`config.mk`:
```
export PLATFORM = sky130hd
export DESIGN_NAME = serial_subtractor
export DESIGN_NICKNAME = d
export VERILOG_FILES = /design/src/rtl/serial_sub_pkg.sv /design/src/rtl/full_subtractor_bit.sv /design/src/rtl/serial_subtractor.sv
export SDC_FILE = /design/constraint.sdc
export NUM_CORES = 1
export LEC_CHECK = 0
export CORE_ASPECT_RATIO = 0.75
export CORE_MARGIN = 10
export CORE_UTILIZATION = 50
export DETAILED_ROUTE_END_ITERATION = 10
export DONT_BUFFER_PORTS = 1
export PLACE_DENSITY = 0.65
export SETUP_SLACK_MARGIN = 0.4
export SLEW_MARGIN = 20
export SYNTH_ARGS = -nofsm -noshare
export SYNTH_HDL_FRONTEND = slang
export SYNTH_SLANG_ARGS = --single-unit
```
`constraint.sdc`:
```
create_clock -name clk -period 4.01 [get_ports clk]
set_clock_uncertainty 0.15 [all_clocks]
set_input_delay 0.802 -clock clk [delete_from_list [all_inputs] [get_ports clk]]
set_output_delay 0.802 -clock clk [all_outputs]
set_load 0.01 [all_outputs]
```
`src/rtl/serial_sub_pkg.sv`:
```
// Shared types for the bit-serial subtractor.
package serial_sub_pkg;

    typedef enum logic [1:0] {
        IDLE = 2'd0,
        RUN  = 2'd1,
        DONE = 2'd2
    } serial_sub_state_t;

endpackage

```
`src/rtl/full_subtractor_bit.sv`:
```
// One-bit full subtractor cell: d = a - b - bin, with borrow-out.
module full_subtractor_bit (
    input  logic a,
    input  logic b,
    input  logic bin,
    output logic d,
    output logic bout
);

    assign d    = a ^ b ^ bin;
    assign bout = (~a & b) | (~(a ^ b) & bin);

endmodule

```
`src/rtl/serial_subtractor.sv`:
```
// Bit-serial LSB-first subtractor, one bit per clock, start/done handshake.
// Optional signed-overflow output enabled by defining SERIAL_SUB_OVF_EN.
//
// state | meaning
// IDLE  | waiting for start; last result held on diff/borrow
// RUN   | one operand bit pair processed per cycle, WIDTH cycles
// DONE  | one-cycle done pulse; start here begins the next op back-to-back
module serial_subtractor
    import serial_sub_pkg::*;
#(
    parameter int WIDTH = 8
) (
    input  logic             clk,
    input  logic             rst,
    input  logic             start,
    input  logic [WIDTH-1:0] a,
    input  logic [WIDTH-1:0] b,
    output logic             busy,
    output logic             done,
    output logic [WIDTH-1:0] diff,
    output logic             borrow
`ifdef SERIAL_SUB_OVF_EN
    ,
    output logic             ovf
`endif
);

    localparam int            CW   = $clog2(WIDTH);
    localparam logic [CW-1:0] LAST = CW'(WIDTH - 1);

    serial_sub_state_t state_q;
    serial_sub_state_t state_d;

    logic [WIDTH-1:0] a_sr;
    logic [WIDTH-1:0] b_sr;
    logic [WIDTH-2:0] shadow;
    logic [WIDTH-1:0] shadow_full;
    logic [CW-1:0]    count;
    logic             bin;
    logic             d_bit;
    logic             bout_bit;
    logic             last_bit;
    logic             accept;
`ifdef SERIAL_SUB_OVF_EN
    logic             a_msb;
    logic             b_msb;
`endif

    full_subtractor_bit u_fsb (
        .a    (a_sr[0]),
        .b    (b_sr[0]),
        .bin  (bin),
        .d    (d_bit),
        .bout (bout_bit)
    );

    // The final bit completes the result without an extra shift cycle.
    assign shadow_full = {d_bit, shadow};
    assign last_bit    = (count == LAST);
    assign accept      = start && ((state_q == IDLE) || (state_q == DONE));

    always_comb begin
        state_d = state_q;
        case (state_q)
            IDLE:    if (start) state_d = RUN;
            RUN:     if (last_bit) state_d = DONE;
            DONE:    state_d = start ? RUN : IDLE;
            default: state_d = IDLE;
        endcase
    end

    always_ff @(posedge clk) begin
        if (rst) state_q <= IDLE;
        else     state_q <= state_d;
    end

    always_ff @(posedge clk) begin
        if (rst) begin
            a_sr   <= '0;
            b_sr   <= '0;
            shadow <= '0;
            count  <= '0;
            bin    <= 1'b0;
            diff   <= '0;
            borrow <= 1'b0;
`ifdef SERIAL_SUB_OVF_EN
            a_msb  <= 1'b0;
            b_msb  <= 1'b0;
            ovf    <= 1'b0;
`endif
        end else if (accept) begin
            a_sr   <= a;
            b_sr   <= b;
            bin    <= 1'b0;
            count  <= '0;
`ifdef SERIAL_SUB_OVF_EN
            a_msb  <= a[WIDTH-1];
            b_msb  <= b[WIDTH-1];
`endif
        end else if (state_q == RUN) begin
            a_sr   <= {1'b0, a_sr[WIDTH-1:1]};
            b_sr   <= {1'b0, b_sr[WIDTH-1:1]};
            bin    <= bout_bit;
            shadow <= shadow_full[WIDTH-1:1];
            if (last_bit) begin
                diff   <= shadow_full;
                borrow <= bout_bit;
`ifdef SERIAL_SUB_OVF_EN
                ovf    <= (a_msb != b_msb) && (d_bit != a_msb);
`endif
            end else begin
                count <= count + 1'b1;
            end
        end
    end

    assign busy = (state_q == RUN);
    assign done = (state_q == DONE);

endmodule
```
==> summary.md <==
| Metric | Value |
|---|---|
| Layout cells sized above 1 | `0.112` |
| Placed cells | `around 200` |
| TritonCTS clock tree | `yes` |
| Avg WL per Cell | `between 15 and 20 microns` |
| Min cycle time layout | `about 2.2 ns` |
| Initial core utilization | `0.530` |
| Full die area | `roughly 6000 sq um` |
| Clock transition at path regs | `around 0.06 ns` |
| Number of distinct library cells after synthesis | `28` |
| Largest net degree at the start of global routing | `39` |
| CTS sink cnt | `38` |
| Setup Fix Bufs, Post-CTS | `0` |
| Syn Inst Count | `roughly 180` |
| PwrDens | `about 440 nW/um^2` |
| Final Util | `0.548` |
| Critical Path Fanout Max | `35` |
| ANT cells | `0` |
| Leakage | `0.000540 uW` |
| Rows | `17` |
| Netlist Area Pre-Place | `between 1500 and 2000 sq um` |
| Worst EP required | `just over 3 ns` |
| Vias in the first global route | `between 1000 and 1500` |
| Dpl hpwl | `2210 microns` |
| WL final | `3240 microns` |
| Hold_buf cts | `0` |
| Hold Path Class | `reg -> reg` |
| Commonest cells after routing, fill and taps aside | `39 x nand2_1, 38 x dfxtp_1, 18 x a21oi_1, 12 x nor2_1, 11 x nor3_1` |
| CTS max path bufs | `2` |
| Top_reg_cell synth | `dfxtp_1` |
| Peak VDD IR | `224 uV` |
| Global-route wire length before repair | `5440 microns` |
| FF+latch count, synth | `38` |
| Die Width | `84.9 microns` |
| Area Growth Syn to Fin | `3.33%` |
| Clock root buffer master | `clkbuf_8` |
| DRT Pass-1 Iters | `4` |
| # resized after CTS | `0` |
| GRT overflow | `0` |
| CP arrival | `1.30 ns` |
| Slew Viols, Final | `0` |
| Rel. slew slack | `0.646` |
| Async SR Flop Fraction | `0` |
| Mean Syn Cell Area | `approximately 9 sq um` |
| Startpoint Class | `flip-flop` |
| Via count | `1164` |
| RSZ-0062 raised after global routing | `no` |
| Final setup vio count | `0` |
| Final hold violations | `0` |
| Worst skew pair latency | `about 0.28 ns` |
| DRC | `0` |
| Gr usage total | `0.116` |
| Post-route non-filler standard cell count | `between 200 and 250` |
| EDFF count, synth | `0` |
| Slew at the pin closest to its max-slew limit | `0.530 ns` |
| Commonest non-fill, non-tap cell in the layout | `nand2_1` |
| Setup TNS | `0 ns` |
| Initial antenna violation count | `0` |
| Port Buffers | `0` |
| Setup CP Type | `reg -> out` |
| Nets | `between 150 and 200` |
| Period utilisation layout | `0.560` |
| Std-Cell Core Area | `slightly below 3000 sq um` |
| CP Capture Type | `primary output` |
| Number of buffers created by CTS | `5` |
| Achievable Freq | `0.445 GHz` |
| Final Power | `715 uW` |
| Final ANT Viol Nets | `0` |
| Die Span Y | `slightly below 70 microns` |
| Top-Level Pins | `30` |
| Synthesis Warnings | `0` |
| Syn Nets | `a little under 200` |
| H-tree Lvls | `2` |
| Hold WS | `0.305 ns` |
| Status | `finished clean` |
| Seq/Total Area, Yosys | `0.482` |
| Final GP Congestion | `0.758` |
| Max-cap violations | `0` |
| 1st-iter DRT viols | `a little over 100` |
| Drt via density | `5.60` |
==> kinds of logic after synthesis <==
logic type / share of synthesized area
flip-flops: 0.482
multiplexers: 0.0190
XOR/XNOR: 0.00555
AO/OA/AOI/OAI: 0.165
AND/OR/NAND/NOR: 0.246
buffers and inverters: 0.0539
adder cells (fa/ha/maj): 0.0285
==> synth_stat cells (2+ instances only) <==
cell | number | area share
nor3_2 | 3 | 0.019
o22ai_1 | 5 | 0.020
inv_1 | 2 | 0.0048
buf_4 | 2 | 0.0095
nand2_1 | 39 | 0.093
clkbuf_1 | 4 | 0.0095
a311oi_1 | 3 | 0.017
nor3_1 | 11 | 0.035
a311oi_2 | 6 | 0.057
nor2_1 | 12 | 0.029
a21oi_1 | 18 | 0.057
mux2i_1 | 3 | 0.019
buf_2 | 6 | 0.019
dfxtp_1 | 38 | 0.48
nand3_1 | 10 | 0.032
ha_1 | 2 | 0.016
==> power breakdown <==
part / switching, uW / internal, uW
sequential: 10.8 / 396
clock: 118 / 119
combinational: 43.9 / 27.7
total: 172 / 543
==> per-layer routing <==
| metal | up-vias | track usage | wire, microns |
|---|---|---|---|
| met1 | 542 | 0.129 | 1430 |
| met3 | 5 | 0.0562 | 263 |
| met2 | 21 | 0.186 | 1500 |
| met5 | - | 0 | 0 |
| met4 | 0 | 0.0553 | 42 |
| li1 | 596 | - | - |
==> area by class of cell <==
type / count / area [sq um]
well taps: 38 / 47.5
multi-input cells: 122 / 733
clock buffers: 7 / 76.3
flip-flops and latches: 38 / 761
inverters: 3 / 13.8
fillers: 277 / 1350
==> metrics by stage <==
step / cell area [sq um] / setup WS (ns)
after global routing: 1630 / 1.64
final: 1630 / 1.76
after floorplan: 1580 / 2.29
after global placement: 1560 / 2.11
after detailed placement: 1560 / 2.06
after CTS: 1630 / 1.75
==> final timing paths <==
| check | from | to | slack, ns | cells after the start |
|---|---|---|---|---|
| worst max register to register | count[0] | diff[4] | 2.08 | 5 |
| worst max-delay path | state_q[0] | busy | 1.76 | 2 |
| worst min-delay path | shadow[0] | shadow[0] | 0.31 | 2 |
| worst min register to register | shadow[0] | shadow[0] | 0.31 | 2 |
==> worst max-delay path, stage by stage (launching register included) <==
cell	delay, ns
dfxtp_1	0.45
nand2b_4	0.21
inv_4	0.34
==> registers in the layout, indices dropped and copies added, names as in the netlist <==
| signal | cells |
|---|---|
| shadow | 7 |
| bin | 1 |
| count | 3 |
| b_sr | 8 |
| a_sr | 8 |
| diff | 8 |
| state_q | 2 |
| borrow | 1 |
No activity file was read; power rests on OpenSTA's default activity.
